--- src/rtl/ps2_key_rx.sv ---
// PS/2 keyboard receiver: synchronizes the raw pins and deframes 11-bit frames.
// It tracks make/break codes and keeps a BCD count of new key presses.
module ps2_key_rx #(
    parameter int TIMEOUT = 50000
) (
    input  logic       clk,
    input  logic       clrn,
    input  logic       ps2_clk,
    input  logic       ps2_data,
    output logic [7:0] rx_byte,
    output logic       rx_valid,
    output logic       frame_err,
    output logic [7:0] key_code,
    output logic       key_down,
    output logic [7:0] press_cnt
);

    localparam int TW = $clog2(TIMEOUT + 1);
    localparam logic [TW-1:0] T_LAST = TW'(TIMEOUT - 1);

    logic [2:0]    clk_sync;
    logic [1:0]    dat_sync;
    logic          fe;
    logic          sd;
    logic [3:0]    bit_idx;
    logic [7:0]    shreg;
    logic          par;
    logic [TW-1:0] tmr;
    logic          timeout;
    logic          break_pending;
    logic [7:0]    cnt_next;

    assign fe      = clk_sync[2] & ~clk_sync[1];
    assign sd      = dat_sync[1];
    assign timeout = (bit_idx != 4'd0) && (tmr == T_LAST);

    // Synchronizers preset to the idle-bus level so reset creates no edge.
    always_ff @(posedge clk or negedge clrn) begin
        if (!clrn) begin
            clk_sync <= 3'b111;
            dat_sync <= 2'b11;
        end else begin
            clk_sync <= {clk_sync[1:0], ps2_clk};
            dat_sync <= {dat_sync[0], ps2_data};
        end
    end

    always_ff @(posedge clk or negedge clrn) begin
        if (!clrn) begin
            bit_idx   <= 4'd0;
            shreg     <= 8'h00;
            par       <= 1'b0;
            tmr       <= '0;
            rx_byte   <= 8'h00;
            rx_valid  <= 1'b0;
            frame_err <= 1'b0;
        end else begin
            rx_valid  <= 1'b0;
            frame_err <= 1'b0;
            // An edge coinciding with expiry is discarded with the frame.
            if (timeout) begin
                bit_idx   <= 4'd0;
                tmr       <= '0;
                frame_err <= 1'b1;
            end else begin
                if (fe) begin
                    tmr <= '0;
                end else if (bit_idx != 4'd0) begin
                    tmr <= tmr + 1'b1;
                end
                if (fe) begin
                    if (bit_idx == 4'd0) begin
                        if (!sd) begin
                            bit_idx <= 4'd1;
                        end
                    end else if (bit_idx <= 4'd8) begin
                        shreg   <= {sd, shreg[7:1]};
                        bit_idx <= bit_idx + 4'd1;
                    end else if (bit_idx == 4'd9) begin
                        par     <= sd;
                        bit_idx <= 4'd10;
                    end else begin
                        bit_idx <= 4'd0;
                        if ((^shreg ^ par) && sd) begin
                            rx_byte  <= shreg;
                            rx_valid <= 1'b1;
                        end else begin
                            frame_err <= 1'b1;
                        end
                    end
                end
            end
        end
    end

    always_comb begin
        cnt_next = press_cnt;
        if (press_cnt[3:0] == 4'd9) begin
            cnt_next[3:0] = 4'd0;
            if (press_cnt[7:4] == 4'd9) begin
                cnt_next[7:4] = 4'd0;
            end else begin
                cnt_next[7:4] = press_cnt[7:4] + 4'd1;
            end
        end else begin
            cnt_next[3:0] = press_cnt[3:0] + 4'd1;
        end
    end

    always_ff @(posedge clk or negedge clrn) begin
        if (!clrn) begin
            key_code      <= 8'h00;
            key_down      <= 1'b0;
            press_cnt     <= 8'h00;
            break_pending <= 1'b0;
        end else if (rx_valid) begin
            if (rx_byte == 8'hE0) begin
                break_pending <= break_pending;
            end else if (rx_byte == 8'hF0) begin
                break_pending <= 1'b1;
            end else if (break_pending) begin
                break_pending <= 1'b0;
                if (rx_byte == key_code) begin
                    key_down <= 1'b0;
                end
            end else if (!(key_down && rx_byte == key_code)) begin
                key_code  <= rx_byte;
                key_down  <= 1'b1;
                press_cnt <= cnt_next;
            end
        end
    end

endmodule

--- config.mk ---
export PLATFORM = sky130hd
export DESIGN_NAME = ps2_key_rx
export DESIGN_NICKNAME = d
export VERILOG_FILES = /design/src/rtl/ps2_key_rx.sv
export SDC_FILE = /design/constraint.sdc
export NUM_CORES = 1
export LEC_CHECK = 0
export CORE_MARGIN = 8
export CORE_UTILIZATION = 43
export CTS_CLUSTER_SIZE = 10
export DETAILED_ROUTE_END_ITERATION = 10
export GPL_TIMING_DRIVEN = 0
export PLACE_DENSITY = 0.73
export SLEW_MARGIN = 10
export SYNTH_ARGS = -nofsm -noshare
export SYNTH_HDL_FRONTEND = slang
export SYNTH_SLANG_ARGS = --single-unit
--- constraint.sdc ---
create_clock -name clk -period 5.22 [get_ports clk]
set_input_delay 1.044 -clock clk [delete_from_list [all_inputs] [get_ports clk]]
set_output_delay 1.044 -clock clk [all_outputs]
set_load 0.02 [all_outputs]
Word-level counts from Yosys, hierarchy flattened
Index checks and enable logic that the tools add are counted.

word-level totals
  register bits after elaboration = 62
  input bits = 4
  output and inout bits = 27
  logic and storage cells = 83

cells by class
  $add $sub $neg = 4
  magnitude comparators = 1
  equal/unequal tests = 10
  muxes and demuxes = 27
  bitwise operators = 11
  reductions and logical operators = 16

operator list
  cell                     count
  $mux W16                 3
  $mux W4                  8
  $add A16 B1 Y16 const B  1
  $eq A16 B16 Y1 const B   1
  $eq A8 B8 Y1 const B     2
  $mux W1                  16
  $reduce_and A5 Y1        3
  $add A4 B1 Y4 const B    3
  $eq A4 B4 Y1 const B     3
  $reduce_and A6 Y1        2
  $not A1 Y1               9
  $eq A8 B8 Y1             1
  $reduce_xor A8 Y1        1
  $le A4 B4 Y1 const B     1
  $logic_not A4 Y1         1
  $reduce_and A2 Y1        2
  $reduce_and A4 Y1        1
  $reduce_bool A4 Y1       1
  $logic_and A1 B1 Y1      3
  $ne A3 B3 Y1 const B     1
  $reduce_bool A3 Y1       1
  $ne A2 B1 Y1 const B     1
  $ne A2 B2 Y1 const B     1
  $reduce_bool A2 Y1       1
  2 further kinds          2

Logic depth before layout (Yosys ltp)
Gate-level depths: netlist of run 1.

  depth in word-level cells = 9
  gate-level depth with buffers = 8

Worst setup path after synthesis of run 1
Ideal clock, no wire load.

  path type = register to register
  start = reg tmr[4]
  end = reg shreg[0]
  arrival time = 2.042 ns
  data required time = 5.095 ns
  path slack = 3.053 ns
  cell stages (with the launch flop) = 6
  period minus slack after synthesis = 2.167 ns
  cell sequence = dfrtp_1 > or4b_4 > nor4_4 > a211o_1 > buf_6 > mux2_2

between the ends
  word-level cells in the longest chain between the ends = 4

ends and longest elaborated chain
  item                                RTL line  text
  start, declared                     28        logic [TW-1:0] tmr;
  start signal, assigned              69        tmr <= tmr + 1'b1;
  $eq A16 B16 Y1                      35        assign timeout = (bit_idx != 4'd0) && (tmr == T_LAST);
  $logic_and A1 B1 Y1                 35
  $not A1 Y1 (no source line)         n/a
  $reduce_and A4 Y1 (no source line)  n/a
  end signal, assigned                77        shreg <= {sd, shreg[7:1]};
  end, declared                       26        logic [7:0] shreg;

Every way passes these cells.
A chain may end at the register's enable or synchronous reset.

Worst setup path after layout of run 1
  start = reg rx_byte[4]
  end = reg press_cnt[5]

between the ends
  word-level cells in the longest chain between the ends = 4
  elaborated cells on any way between the ends = 8

ends and longest elaborated chain
  item                                    RTL line  text
  start, declared                         10        output logic [7:0] rx_byte,
  start signal, assigned                  85        rx_byte <= shreg;
  $eq A8 B8 Y1                            126       end else if (!(key_down && rx_byte == key_code)) begin
  $logic_and A1 B1 Y1                     126
  $not A1 Y1 (no source line)             n/a
  $reduce_and A6 Y1 (no source line) (*)  n/a
  end signal, assigned                    129       press_cnt <= cnt_next;
  end, declared                           15        output logic [7:0] press_cnt

Mark *: on every way between the ends. The rest lies on a longest branch, timed or not.

==> impl_metrics.ini, run 1 <==
[drt]
routedWlPerCell_um = 14.3
ant_nets = 0
via_per_inst = 5.22
first_pass_iters = 4
drc = 0
num_vias = 2125
drt-total-wl_um = 5830
drt_iter0_markers = 84

[setup_path]
cp-start-kind = flop
endpoint_kind = flop
critPathMaxStageDelay_ps = 990
path_buf_inv = 0
worstPathCellList = xnor2_1 > nand4_1 > o311ai_0 > or2_2 > mux2_2
path_delay_family = compound AO/OA/AOI/OAI gates
slowest_stage = o311ai_0
crit_type = flop to flop
path_max_fanout = 5
cp_data_required_time_ps = 5440
arrival_ps = 2720

[yosys]
yosysWarnings = 0
synth.avg_cell_area_um2 = 11.5
synthCells = 265
synth_seq_cells = 62
synth_cell_types = 51
yosys-top-cells-area = dfrtp_1 47%, mux2_2 10%, xnor2_1 5.4%
synthesis.nets = 273
yosysSeqAreaShare = 0.509
synth_ff_type = dfrtp_1
yosys.area.top_type_share = 0.466
synth_edf_count = 0
yosys.area.top_type = dfrtp_1
synthArstFlopShare = 1.00
netlist_area_mm2 = 0.00306

[die]
die_x_um = 100
io_pins = 31
num_rows = 30
die_height_um = 100
start_util = 0.448
fp.coreArea_mm2 = 0.00683
die_area_mm2 = 0.0101

[global_route]
grt_pass1_vias = 2184
grt_pass1_wl_um = 10200
grtUsageTotal = 0.126
gr-total-overflow = 0
antenna_found_initial = 0
grt_max_degree = 63

[sta]
skew_ps = 7.31
finalSetupViolCount = 0
slew_viol_final = 0
fin_crit_ps = 2500
finalHoldViolCount = 0
worstMarginPinSlew_ps = 1140
relSlewSlack = 0.229
fmax_mhz = 399
grt_setup_unrepaired = no
fin_crit_sh = 0.480
tns_ps = 0

[clock_network]
insertion_delay_ps = 330
cts_root_buffer = clkbuf_8
post-cts-setup-buffers = 0
clockBufferDepth = 2
cts_resized = 0
cts_tree = done
hold_buffers = 0
clk_pin_slew_ps = 60
cts_made_buffers = 9
htreeDepth = 3
clkSinkCount = 62

[place]
hpwl_um = 4110
port_buffers = 30
place.gp.congestion = 0.865

[layout]
finalCoreUtilization = 0.540
seqCellArea_mm2 = 0.00156
multiInputGateArea_mm2 = 0.00143
drive_gt1_frac = 0.190
diodes = 0
final_nets = 314
fill_cells = 627
synthToLayoutAreaGrowth_pct = 20.7

[power]
p_per_area_mw_per_mm2 = 512
irDropWorstVdd_v = 0.000257
p_leak_nw = 1.60

[run_status]
outcome = complete, no violations

[flow_run]
max_cap_viol_count = 0

[worst_hold_path]
hold_class = flop to flop
[logic make-up after synthesis]
logic type / synth area share
AOI/OAI and AO/OA: 0.0769
xor gates and xnor gates: 0.0904
adders and majority gates: 0.0164
buffers and inverters: 0.0221
DFF: 0.509
muxes: 0.110
and+or+nand+nor: 0.175
[final cells by class]
type | count | area share
clock inverter | 4 | 0.0190
sequential | 62 | 0.422
clock buffer | 12 | 0.0393
inverter | 10 | 0.0102
timing repair buffer | 30 | 0.0807
multi-input combinational | 187 | 0.388
tap | 96 | 0.0325
buffer | 6 | 0.00814
[stage by stage]
stage                     power, mW  hold WS, ps  cells  setup slack [ps]  instance area [µm²]
after global routing           2.01          364    407              2540                 3690
after global placement         1.42          346    391              1130                 3480
after floorplan                1.23          345    265              3050                 3060
after detailed placement       1.45          349    391              2740                 3480
after CTS                      1.91          359    407              2690                 3690
final                          1.89          356    407              2720                 3690
[worst reg2reg max path, stage by stage, from the launching register on]
cell,delay [ps]
dfrtp_1,430
xnor2_1,230
nand4_1,160
o311ai_0,990
or2_2,260
mux2_2,320
[layer usage]
layer  track usage  vias to the layer above  part of all wire
met1         0.144                     1031              0.44
met4        0.0407                        0             0.017
met5             0                        -                 0
li1              -                     1026                 -
met3        0.0581                       15             0.072
met2         0.204                       53              0.47
[flip-flops by register name, indices dropped and copies added, names as in the netlist, 2 cells and up]
name and flops:
tmr 16, key_code 8, press_cnt 8, rx_byte 8
shreg 8, bit_idx 4, clk_sync 3, dat_sync 2
[placed cells by master, fill, tap and decap left out, drive strengths merged, types with 2 or more instances in the layout]
cell type and n:
a211o 2, and2 2, mux2 28, xor2 10, a221o 2, or2 2, a21oi 9, nand2 12
nor3b 2, dfstp 5, and4 5, ha 4, a211oi 2, buf 2, bufinv 2, nand2b 5
a22o 2, inv 10, nand4 8, and3 4, mux2i 2, xnor2 19, clkbuf 17, clkinv 2
nand3 10, clkdlybuf4s50 29, nor2b 6, o21ai 7, nor3 8, nor2 18, dfrtp 57
[final timing paths]
| path | slack (ps) | cells after the start | from | to |
|---|---|---|---|---|
| max | 2720 | 5 | rx_byte[4]$_DFFE_PN0P_ | press_cnt[5]$_DFFE_PN0P_ |
| min | 360 | 0 | dat_sync[0]$_DFF_PN1_ | dat_sync[1]$_DFF_PN1_ |
| max reg2reg | 2720 | 5 | rx_byte[4]$_DFFE_PN0P_ | press_cnt[5]$_DFFE_PN0P_ |
| min reg2reg | 360 | 0 | dat_sync[0]$_DFF_PN1_ | dat_sync[1]$_DFF_PN1_ |
| max in group asynchronous | 3950 | 1 | clrn | tmr[4]$_DFFE_PN0P_ |
| min in group asynchronous | 780 | 1 | clrn | key_code[6]$_DFFE_PN0P_ |
[cell usage after synthesis (6+ instances only)]
cell,instances
xnor2_1,19
nor2b_1,6
nand2_1,12
xor2_1,10
inv_1,10
nand4_1,7
mux2_2,28
dfrtp_1,57
a21oi_1,9
nand3_1,10
o21ai_0,7
nor3_1,7
nor2_1,17
[power by group]
group	internal [mW]	switching (mW)	leakage, nW
Combinational	0.368	0.346	0.673
Sequential	0.596	0.126	0.815
Clock	0.281	0.174	0.110
Power figures use the tool's default switching activity.
==> run 2, diff against run 1 <==
- PLACE_DENSITY: 0.73 -> 0.76
- clock period: 5.22 -> 2.3 ns (I/O delays scaled with it)
==> impl_metrics.ini, run 2 (synthesized netlist as in run 1, its figures left out) <==
[sta]
finalSetupViolCount = 0
fin_crit_ps = 2160
fin_crit_sh = 0.939
setup_slack_ps = 141
tns_ps = 0
worstMarginPinSlew_ps = 781
grt_setup_unrepaired = no
slew_viol_final = 0
relSlewSlack = 0.479
finalHoldViolCount = 0
fmax_mhz = 463
skew_ps = 11.6

[drt]
routedWlPerCell_um = 14.5
wl_met2_um = 2760
first_pass_iters = 4
drt_iter0_markers = 104
drt-total-wl_um = 5930
ant_nets = 0
via_per_inst = 5.33
num_vias = 2185
top_layer_used = met4
wl_met1_um = 2670
wl_met3_um = 419
drc = 0

[clock_network]
htreeDepth = 3
cts_tree = done
insertion_delay_ps = 340
clkSinkCount = 62
clk_pin_slew_ps = 70
hold_buffers = 0
cts_root_buffer = clkbuf_8
cts_made_buffers = 9
clockBufferDepth = 2

[power]
irDropWorstVdd_v = 0.000447
p_per_area_mw_per_mm2 = 1120
p_leak_nw = 1.60
power_mw = 4.12

[setup_path]
crit_end = key_code[1]$_DFFE_PN0P_
arrival_ps = 2380
cp-start-kind = flop
regToRegSetupSlack_ps = 140
rr_worst_depth = 5
worstReg2RegEnd = key_code[1]$_DFFE_PN0P_
cp_data_required_time_ps = 2520
endpoint_kind = flop
r2r_start = rx_byte[6]$_DFFE_PN0P_
crit_type = flop to flop
path_max_fanout = 10
startpoint = rx_byte[6]$_DFFE_PN0P_

[global_route]
gr-total-overflow = 0
grtUsageTotal = 0.127
antenna_found_initial = 0
grt_pass1_wl_um = 10200
grt_pass1_vias = 2183
grt_max_degree = 63

[die]
num_rows = 30
die_x_um = 100
io_pins = 31
die_area_mm2 = 0.0101
start_util = 0.448
die_height_um = 100
fp.coreArea_mm2 = 0.00683

[place]
place.gp.congestion = 0.862
hpwl_um = 4150
dp_worst_setup_slack_ps = -72.2
port_buffers = 30

[flow_run]
max_cap_viol_count = 0

[layout]
layout_commonest_cell = dfrtp_1
finalCoreUtilization = 0.538
diodes = 0
regMostFlops = tmr
drive_gt1_frac = 0.201
synthToLayoutAreaGrowth_pct = 20.1
most-common-layout-cells = 57 x dfrtp_1, 29 x clkdlybuf4s50_1, 28 x mux2_2, 19 x xnor2_1, 17 x nor2_1
final_nets = 317
largest_reg_flops = 16

[run_status]
outcome = complete, no violations

[worst_hold_path]
hold_class = input port to async pin
==> run 2: where the power goes <==
part / switching (mW) / internal [mW]
sequential: 0.281 / 1.35
clock: 0.427 / 0.393
combinational: 0.817 / 0.850
total: 1.53 / 2.59
==> run 2: layer usage <==
layer,track usage,vias up
met3,0.0588,12
met1,0.145,1073
met5,0,-
met4,0.0442,0
li1,-,1045
met2,0.203,55
==> run 2: timing repair <==
item                       4_1_cts  5_1_grt
gates resized for setup          1        4
setup buffers                    2        1
pin swaps                        1        0
setup endpoints to repair       18        5
gates cloned                     0        0
==> run 2: through the flow <==
stage,std cells,hold slack [ps],instance area (µm²)
2_1_floorplan,265,164,3060
3_3_place_gp,391,347,3480
3_5_place_dp,391,348,3480
4_1_cts,409,221,3660
5_1_grt,410,241,3670
6_report,410,183,3670
==> run 2: how the worst min path moves through the flow <==
stage	depth (start not counted)	to	startpoint
finish	1	key_code[7]$_DFFE_PN0P_	clrn
global route	1	key_code[6]$_DFFE_PN0P_	clrn
CTS	1	key_code[6]$_DFFE_PN0P_	clrn
detailed placement	0	dat_sync[1]$_DFF_PN1_	dat_sync[0]$_DFF_PN1_
global placement	0	dat_sync[1]$_DFF_PN1_	dat_sync[0]$_DFF_PN1_
floorplan	0	bit_idx[0]$_DFFE_PN0P_	clrn
==> run 2: final cells by class <==
cell class | instances | area [µm²]
fill | 605 | 3160
sequential | 62 | 1560
multi-input combinational | 187 | 1440
timing repair buffer | 33 | 320
clock buffer | 11 | 131
tap | 96 | 120
inverter | 10 | 37.5
clock inverter | 5 | 35.0
buffer | 6 | 31.3
==> run 2: critical path, stage by stage, from the launching register on <==
cell and delay [ps]:
dfrtp_1 430, and4b_1 260, a21o_1 180, a31oi_1 280, clkbuf_1 490, mux2_2 400
==> run 3, diff against run 2 <==
- CTS_CLUSTER_SIZE: 10 -> 28
==> results of run 3 <==
Final layout, timing and power as in run 2 (identical DEF).
